===== src/rtl/pf_ram_pkg.sv =====
// pf_ram_pkg
// Shared definitions for the playfield RAM arbiter slice.
//   state_t     : access sequencer states (IDLE, SETUP, STROBE, DONE)
//   REQ_VID     : requester id of the video tile fetcher
//   REQ_CPU     : requester id of the 6502 CPU bus
//   AW_DEFAULT  : default RAM address width (1K deep)
//   DW_DEFAULT  : default RAM data width
package pf_ram_pkg;

  typedef enum logic [1:0] {
    ST_IDLE   = 2'd0,
    ST_SETUP  = 2'd1,
    ST_STROBE = 2'd2,
    ST_DONE   = 2'd3
  } state_t;

  localparam logic REQ_VID = 1'b0;
  localparam logic REQ_CPU = 1'b1;

  localparam int AW_DEFAULT = 10;
  localparam int DW_DEFAULT = 8;

endpackage


===== src/rtl/pf_ram_prio.sv =====
// pf_ram_prio
// Grant logic for the playfield RAM. Video has priority, but the streak
// counter forces a CPU grant once VID_BURST video grants have been given
// back to back while the CPU was waiting.
// Ports:
//   clk, reset_n : system clock, asynchronous active-low reset
//   vid_req      : video read request (level)
//   cpu_req      : CPU request (level)
//   grant_en     : high while the sequencer is in IDLE and may grant
//   grant_vid    : video wins this IDLE cycle (combinational)
//   grant_cpu    : CPU wins this IDLE cycle (combinational)
module pf_ram_prio
  import pf_ram_pkg::*;
#(
  parameter int VID_BURST = 4
) (
  input  logic clk,
  input  logic reset_n,
  input  logic vid_req,
  input  logic cpu_req,
  input  logic grant_en,
  output logic grant_vid,
  output logic grant_cpu
);

  localparam logic [3:0] BURST_LIMIT = 4'(VID_BURST);

  logic [3:0] r_streak;
  logic       w_cpu_turn;

  // The CPU only takes precedence once video has used up its burst.
  assign w_cpu_turn = cpu_req && (r_streak == BURST_LIMIT);
  assign grant_vid  = grant_en && vid_req && !w_cpu_turn;
  assign grant_cpu  = grant_en && cpu_req && !grant_vid;

  // A video grant only reaches the increment branch while cpu_req is
  // high, because an IDLE cycle with cpu_req low clears the streak first.
  always_ff @(posedge clk or negedge reset_n) begin
    if (!reset_n) begin
      r_streak <= 4'd0;
    end else if (grant_cpu) begin
      r_streak <= 4'd0;
    end else if (grant_en && !cpu_req) begin
      r_streak <= 4'd0;
    end else if (grant_vid && (r_streak != BURST_LIMIT)) begin
      r_streak <= r_streak + 4'd1;
    end
  end

endmodule


===== src/rtl/pf_ram_arbiter.sv =====
// pf_ram_arbiter
// Sequencer for the 1K x 8 asynchronous playfield RAM, shared between the
// video tile fetcher (read only) and the 6502 CPU bus (read/write). Each
// access is IDLE (grant) -> SETUP -> STROBE -> DONE, so address and write
// data are stable one cycle before and after the write strobe.
// Ports:
//   clk, reset_n                 : system clock, asynchronous active-low reset
//   vid_req/vid_addr             : video read request and address
//   vid_ack/vid_rdata            : video ack pulse and held read data
//   cpu_req/cpu_we/cpu_addr/cpu_wdata : CPU request, direction, address, data
//   cpu_ack/cpu_rdata            : CPU ack pulse and held read data
//   ram_a/ram_din/ram_dout       : RAM address, write data, read data
//   ram_cs_n/ram_we_n            : RAM chip select and write enable (active low)
//   busy                         : high whenever the sequencer is not IDLE
module pf_ram_arbiter
  import pf_ram_pkg::*;
#(
  parameter int AW        = AW_DEFAULT,
  parameter int DW        = DW_DEFAULT,
  parameter int VID_BURST = 4
) (
  input  logic          clk,
  input  logic          reset_n,
  input  logic          vid_req,
  input  logic [AW-1:0] vid_addr,
  output logic          vid_ack,
  output logic [DW-1:0] vid_rdata,
  input  logic          cpu_req,
  input  logic          cpu_we,
  input  logic [AW-1:0] cpu_addr,
  input  logic [DW-1:0] cpu_wdata,
  output logic          cpu_ack,
  output logic [DW-1:0] cpu_rdata,
  output logic [AW-1:0] ram_a,
  output logic [DW-1:0] ram_din,
  input  logic [DW-1:0] ram_dout,
  output logic          ram_cs_n,
  output logic          ram_we_n,
  output logic          busy
);

  state_t        r_state;
  logic          r_owner;
  logic          r_we;
  logic [AW-1:0] r_ram_a;
  logic [DW-1:0] r_ram_din;
  logic          r_cs_n;
  logic          r_we_n;
  logic          r_vid_ack;
  logic          r_cpu_ack;
  logic [DW-1:0] r_vid_rdata;
  logic [DW-1:0] r_cpu_rdata;
  logic          r_busy;

  logic          w_grant_en;
  logic          w_grant_vid;
  logic          w_grant_cpu;

  assign w_grant_en = (r_state == ST_IDLE);

  pf_ram_prio #(
    .VID_BURST (VID_BURST)
  ) u_prio (
    .clk       (clk),
    .reset_n   (reset_n),
    .vid_req   (vid_req),
    .cpu_req   (cpu_req),
    .grant_en  (w_grant_en),
    .grant_vid (w_grant_vid),
    .grant_cpu (w_grant_cpu)
  );

  // Every output is set on the edge that enters the state it belongs to,
  // so the RAM pins are glitch-free registers. The RAM address/data
  // registers double as the latched request, which is why later changes
  // on cpu_addr/cpu_wdata have no effect on the access in flight.
  always_ff @(posedge clk or negedge reset_n) begin
    if (!reset_n) begin
      r_state     <= ST_IDLE;
      r_owner     <= REQ_VID;
      r_we        <= 1'b0;
      r_ram_a     <= '0;
      r_ram_din   <= '0;
      r_cs_n      <= 1'b1;
      r_we_n      <= 1'b1;
      r_vid_ack   <= 1'b0;
      r_cpu_ack   <= 1'b0;
      r_vid_rdata <= '0;
      r_cpu_rdata <= '0;
      r_busy      <= 1'b0;
    end else begin
      r_vid_ack <= 1'b0;
      r_cpu_ack <= 1'b0;
      case (r_state)
        ST_IDLE: begin
          if (w_grant_vid) begin
            r_owner <= REQ_VID;
            r_we    <= 1'b0;
            r_ram_a <= vid_addr;
            r_cs_n  <= 1'b0;
            r_we_n  <= 1'b1;
            r_busy  <= 1'b1;
            r_state <= ST_SETUP;
          end else if (w_grant_cpu) begin
            r_owner   <= REQ_CPU;
            r_we      <= cpu_we;
            r_ram_a   <= cpu_addr;
            r_ram_din <= cpu_wdata;
            r_cs_n    <= 1'b0;
            r_we_n    <= 1'b1;
            r_busy    <= 1'b1;
            r_state   <= ST_SETUP;
          end
        end
        ST_SETUP: begin
          // Video is never a write, so only a CPU write lowers we_n.
          r_we_n  <= !(r_we && (r_owner == REQ_CPU));
          r_state <= ST_STROBE;
        end
        ST_STROBE: begin
          r_cs_n <= 1'b1;
          r_we_n <= 1'b1;
          if (r_owner == REQ_VID) begin
            r_vid_rdata <= ram_dout;
            r_vid_ack   <= 1'b1;
          end else begin
            if (!r_we) begin
              r_cpu_rdata <= ram_dout;
            end
            r_cpu_ack <= 1'b1;
          end
          r_state <= ST_DONE;
        end
        ST_DONE: begin
          r_busy  <= 1'b0;
          r_state <= ST_IDLE;
        end
        default: begin
          r_cs_n  <= 1'b1;
          r_we_n  <= 1'b1;
          r_busy  <= 1'b0;
          r_state <= ST_IDLE;
        end
      endcase
    end
  end

  assign vid_ack   = r_vid_ack;
  assign vid_rdata = r_vid_rdata;
  assign cpu_ack   = r_cpu_ack;
  assign cpu_rdata = r_cpu_rdata;
  assign ram_a     = r_ram_a;
  assign ram_din   = r_ram_din;
  assign ram_cs_n  = r_cs_n;
  assign ram_we_n  = r_we_n;
  assign busy      = r_busy;

endmodule


===== config.mk =====
export PLATFORM = sky130hd
export DESIGN_NAME = pf_ram_arbiter
export DESIGN_NICKNAME = d
export VERILOG_FILES = /design/src/rtl/pf_ram_pkg.sv /design/src/rtl/pf_ram_prio.sv /design/src/rtl/pf_ram_arbiter.sv
export SDC_FILE = /design/constraint.sdc
export NUM_CORES = 1
export LEC_CHECK = 0
export CAP_MARGIN = 10
export CORE_MARGIN = 1.5
export CORE_UTILIZATION = 46
export DETAILED_ROUTE_END_ITERATION = 16
export PLACE_DENSITY = 0.9
export SLEW_MARGIN = 5
export SYNTH_ARGS = -nofsm -noshare
export SYNTH_HDL_FRONTEND = slang
export SYNTH_HIERARCHICAL = 1
export SYNTH_SLANG_ARGS = --single-unit

===== constraint.sdc =====
create_clock -name clk -period 6.2 [get_ports clk]
set_input_delay 1.24 -clock clk [delete_from_list [all_inputs] [get_ports clk]]
set_output_delay 1.24 -clock clk [all_outputs]
set_load 0.02 [all_outputs]

### Word level (Yosys, flattened, before mapping)

Cells that the tools add are included.
W data, S select, Z words.

| word-level totals | value |
|---|---|
| register bits | 47 |
| input port bits | 41 |
| output and inout port bits | 39 |
| logic and storage cells | 70 |

| cells by class | value |
|---|---|
| $add $sub $neg | 1 |
| equal/unequal tests | 6 |
| mux-type cells | 22 |
| bitwise gates (word level) | 3 |
| reductions and logical operators | 25 |

Operator list:

| cell | number |
|---|---|
| $mux W10 | 2 |
| $mux W4 | 3 |
| $mux W1 | 11 |
| $reduce_and A2 Y1 | 5 |
| $logic_and A1 B1 Y1 | 8 |
| $pmux W2 S4 | 1 |
| $reduce_and A3 Y1 | 2 |
| $reduce_bool A2 Y1 | 3 |
| $reduce_bool A3 Y1 | 2 |
| $add A4 B1 Y4 const B | 1 |
| $eq A2 B2 Y1 const B | 2 |
| $eq A4 B3 Y1 const B | 1 |
| $logic_not A1 Y1 | 4 |
| $mux W2 | 2 |
| $ne A4 B3 Y1 const B | 1 |
| $pmux W1 S2 | 2 |
| $ne A3 B3 Y1 const B | 1 |
| $not A1 Y1 | 3 |
| $pmux W1 S3 | 1 |
| $eq A2 B1 Y1 const B | 1 |
| $logic_not A2 Y1 | 1 |

### Longest topological paths before layout

| logic depth | value |
|---|---|
| depth in word-level cells | 9 |
| depth in mapped cells | 9 |
| gate-level depth less buffers | 8 |

### Cells and area by module

Netlist, hierarchy kept.

By module, submodules not included:

| module | instances | cells each | area each (µm²) |
|---|---|---|---|
| pf_ram_arbiter | 1 | 130 | 1786.7 |
| pf_ram_prio | 1 | 25 | 250.2 |

### Worst setup path after synthesis

No wires, ideal clock.

| timing path | value |
|---|---|
| path type | input to register |
| start | input cpu_req |
| end | register r_ram_din[0] (netlist: ram_din[0]) |
| library setup time | 0.125 ns |
| arrival time | 2.480 ns |
| path slack | 3.595 ns |
| cell stages on the path | 5 |
| path buffers | 0 |
| cells stage by stage | inv_1 > o311a_1 > nor3_2 > nand2_2 > mux2_2 |

| between the ends | value |
|---|---|
| longest elaborated chain between the ends | 6 |
| elaborated cells between the ends (all ways) | 8 |
| classes of those cells | 1 x bitwise; 7 x reduce/logical |

RTL lines:

| item | line | source |
|---|---|---|
| from (decl) | pf_ram_arbiter.sv:28 | `input logic cpu_req,` |
| $logic_and A1 B1 Y1 | pf_ram_prio.sv:32 | `assign w_cpu_turn = cpu_req && (r_streak == BURST_LIMIT);` |
| $logic_not A1 Y1 | pf_ram_prio.sv:33 | `assign grant_vid = grant_en && vid_req && !w_cpu_turn;` |
| $logic_and A1 B1 Y1 | pf_ram_prio.sv:33 |  |
| via w_grant_vid | pf_ram_arbiter.sv:56 | `logic w_grant_vid;` |
| $logic_not A1 Y1 | pf_ram_prio.sv:34 | `assign grant_cpu = grant_en && cpu_req && !grant_vid;` |
| $logic_and A1 B1 Y1 | pf_ram_prio.sv:34 |  |
| via w_grant_cpu | pf_ram_arbiter.sv:57 | `logic w_grant_cpu;` |
| $reduce_and A3 Y1 (no source line) | n/a |  |
| to (signal assigned) | pf_ram_arbiter.sv:108 | `r_ram_din <= cpu_wdata;` |
| to (decl) | pf_ram_arbiter.sv:46 | `logic [DW-1:0] r_ram_din;` |

The timed path passes the listed nets, and every way through them passes these cells.
A chain may end at the register's enable or synchronous reset.

### Final worst setup path

| timing path | value |
|---|---|
| start | input cpu_req |
| end | register r_ram_a[7] (netlist: ram_a[7]) |

| between the ends | value |
|---|---|
| longest elaborated chain between the ends | 7 |
| elaborated cells between the ends (all ways) | 9 |
| classes of those cells | 1 x mux; 8 x reduce/logical |

RTL lines:

| item | line | source |
|---|---|---|
| $logic_and A1 B1 Y1 | pf_ram_prio.sv:32 |  |
| $logic_not A1 Y1 | pf_ram_prio.sv:33 |  |
| $logic_and A1 B1 Y1 | pf_ram_prio.sv:33 |  |
| via w_grant_vid | pf_ram_arbiter.sv:56 |  |
| $logic_not A1 Y1 | pf_ram_prio.sv:34 |  |
| $logic_and A1 B1 Y1 | pf_ram_prio.sv:34 |  |
| via w_grant_cpu | pf_ram_arbiter.sv:57 |  |
| $reduce_bool A2 Y1 (no source line) | n/a |  |
| $reduce_and A2 Y1 (no source line) | n/a |  |
| to (signal assigned) | pf_ram_arbiter.sv:99 | `r_ram_a <= vid_addr;` |
| to (signal assigned) | pf_ram_arbiter.sv:107 | `r_ram_a <= cpu_addr;` |
| to (decl) | pf_ram_arbiter.sv:45 | `logic [AW-1:0] r_ram_a;` |

The timed path passes the listed nets, and every way through them passes these cells.

==> flow_metrics.env <==
export IMPL_grt_setup_unrepaired="no"
export IMPL_htreeDepth=2
export IMPL_drtAntennaViolNets=0
export IMPL_post_route_period_util_pct=54.4
export IMPL_fillCellCount=346
export IMPL_vdd_ir_drop_max_v=0.000231
export IMPL_syn_area_um2=2040
export IMPL_initial_core_util_pct=47.4
export IMPL_avgRoutedWirePerCell_um=14.1
export IMPL_cts_root_buf="clkbuf_8"
export IMPL_cts_max_path_buffers=2
export IMPL_place_hpwl_um=3080
export IMPL_cts_hold_buf=0
export IMPL_drt_pre_antenna_iters=4
export IMPL_fin_nets=286
export IMPL_first_global_vias=1519
export IMPL_power_total_uw=1450
export IMPL_drc=0
export IMPL_grtUsageMet2_pct=31.4
export IMPL_synth_edf_count=0
export IMPL_ys_seq_area_share_pct=57.9
export IMPL_clock_latency_ns=0.30
export IMPL_synth_area_per_cell_um2=13.1
export IMPL_grt_usage_pct=17.9
export IMPL_core_area_um2=4290
export IMPL_cp_slowest_cell="o311a_1"
export IMPL_period_needed_ns=3.37
export IMPL_crit_arrival_ns=3.52
export IMPL_vias=1460
export IMPL_final_setup_tns_ns=0
export IMPL_die_area_um2=4840
export IMPL_final_cell_mix="78 x clkdlybuf4s50_1, 45 x dfrtp_1, 25 x mux2_2, 15 x nand2_1, 12 x o21ai_0"
export IMPL_grt_pass1_wl_um=6880
export IMPL_crit_fanout=23
export IMPL_synth_nets=204
export IMPL_path_class="in2reg"
export IMPL_grtUsageMet1_pct=21.8
export IMPL_ys_top_cells_by_area="dfrtp_1 55%, mux2_2 14%, mux2i_1 5.4%"
export IMPL_io_pins=80
export IMPL_drive_above_1_share_pct=17.6
export IMPL_ys_ff_latch=47
export IMPL_wl_um=4090
export IMPL_finalHoldViolCount=0
export IMPL_worstSetupEndpointType="register"
export IMPL_via_per_inst=5.03
export IMPL_grt_max_degree=48
export IMPL_num_antenna_cells=0
export IMPL_holdCritPathClass="reg2reg"
export IMPL_cts_tree="done"
export IMPL_dr_first_iter_drc_count=63
export IMPL_setup_viol=0
export IMPL_place_congestion=0.749
export IMPL_max_cap_viol_count=0
export IMPL_clock_sinks=47
export IMPL_syn_to_final_growth_pct=45.2
export IMPL_p_leak_uw=0.00127
export IMPL_fmax_mhz=297
export IMPL_synth_top_cell_area_share_pct=55.3
export IMPL_final_max_slew_violation_count=0
export IMPL_max_stage_delay_ns=0.75
export IMPL_grt_remaining_overflow=0
export IMPL_synth_cell_types=33
export IMPL_power_density_nw_per_um2=491
export IMPL_skew_ns=0.00820
export IMPL_path_cells="clkdlybuf4s50_1 > inv_1 > o311a_1 > nor3_2 > o21ai_2 > o21ai_0"
export IMPL_portBuffers=79
export IMPL_post_cts_buffers=0
export IMPL_tightest_slew_ns=1.02
export IMPL_yosysTopAreaCell="dfrtp_1"
export IMPL_cts_buffers=5
export IMPL_grt_use_met3_pct=5.52
export IMPL_post_cts_resized=0
export IMPL_synth_warnings=6
export IMPL_synth_async_reset_ratio_pct=100
export IMPL_grt_antenna_before_repair=0
export IMPL_fp_dieW_um=69.5
export IMPL_row_count=24
export IMPL_synth_ff_type="dfrtp_1"
export IMPL_cp_required_ns=6.35
export IMPL_final_common_cell="clkdlybuf4s50_1"
export IMPL_die_h_um=69.5
export IMPL_cp_start_kind="primary input"
export IMPL_busiest_layer="met2"
export IMPL_slew_headroom_pct=32.0
export IMPL_cts_clk_slew_worst_paths_ns=0.08
export IMPL_status="finished, final reports clean"
export IMPL_synthCells=155
[metal layers]
| layer | up-vias | wire length, um |
|---|---|---|
| met3 | 3 | 249 |
| met1 | 709 | 1710 |
| met2 | 45 | 2090 |
| met5 | - | 0 |
| li1 | 703 | - |
| met4 | 0 | 38 |
[area by class of cell]
type | count | area, um2 | share of cell area [%]
inverter | 9 | 33.8 | 1.14
timing repair buffer | 79 | 786 | 26.6
multi-input combinational | 95 | 800 | 27.0
sequential | 47 | 1180 | 39.8
tap | 52 | 65.1 | 2.20
clock inverter | 1 | 8.76 | 0.296
clock buffer | 7 | 86.3 | 2.92
[path summary, 6_finish.rpt]
check                                       startpoint                  endpoint  slack (ns)  cells past startpoint
worst max-delay path                           cpu_req      ram_a[7]$_DFFE_PN0P_        2.83                      6
worst min-delay path              ram_cs_n$_DFFE_PN1P_      ram_cs_n$_DFFE_PN1P_        0.48                      2
worst max register to register  r_state[0]$_DFFE_PN0P_      ram_a[7]$_DFFE_PN0P_        3.32                      6
worst min register to register    ram_cs_n$_DFFE_PN1P_      ram_cs_n$_DFFE_PN1P_        0.48                      2
max in group asynchronous                      reset_n          busy$_DFFE_PN0P_        4.46                      1
min in group asynchronous                      reset_n  cpu_rdata[6]$_DFFE_PN0P_        1.11                      1
[sequential cells by signal, summed over array words and instances (netlist names), 2 cells and up]
signal,cells
ram_a,10
cpu_rdata,8
ram_din,8
vid_rdata,8
u_prio/r_streak,4
r_state,2
[worst max-delay path: cells and delay by family]
family	cells	cell delay, ns
and+or+nand+nor	1	0.19
AOI/OAI and AO/OA	3	1.59
buffers and inverters	2	0.50
[cell usage after synthesis (2+ instances only)]
master,n
dfrtp_1,45
inv_1,9
mux2i_1,11
o21ai_0,12
buf_2,2
ha_1,8
nand2_1,15
nand3_1,3
mux2_2,25
dfstp_2,2
[where the power goes]
group / switching, uW / internal [uW]
registers: 76.4 / 449
logic: 357 / 378
clock network: 100 / 91.4
total: 534 / 919
[metrics by stage]
step	util (%)	instances	setup WS, ns	instance area (um2)	hold WS (ns)
after global placement	66.6	282	2.26	2860	0.462
after global routing	68.9	290	2.60	2960	0.506
final	68.9	290	2.83	2960	0.481
after floorplan	-	155	3.60	2040	0.479
after detailed placement	66.6	282	2.10	2860	0.473
after CTS	68.8	290	2.43	2950	0.486
[logic make-up after synthesis]
group | Yosys count | synth area share (%)
compound gates | 21 | 6.76
xor+xnor | 1 | 0.430
fa+ha+maj | 8 | 4.91
buf+inv | 13 | 3.07
flops | 47 | 57.9
mux | 37 | 19.8
simple gates | 28 | 7.19
No activity file was read; power rests on OpenSTA's default activity.
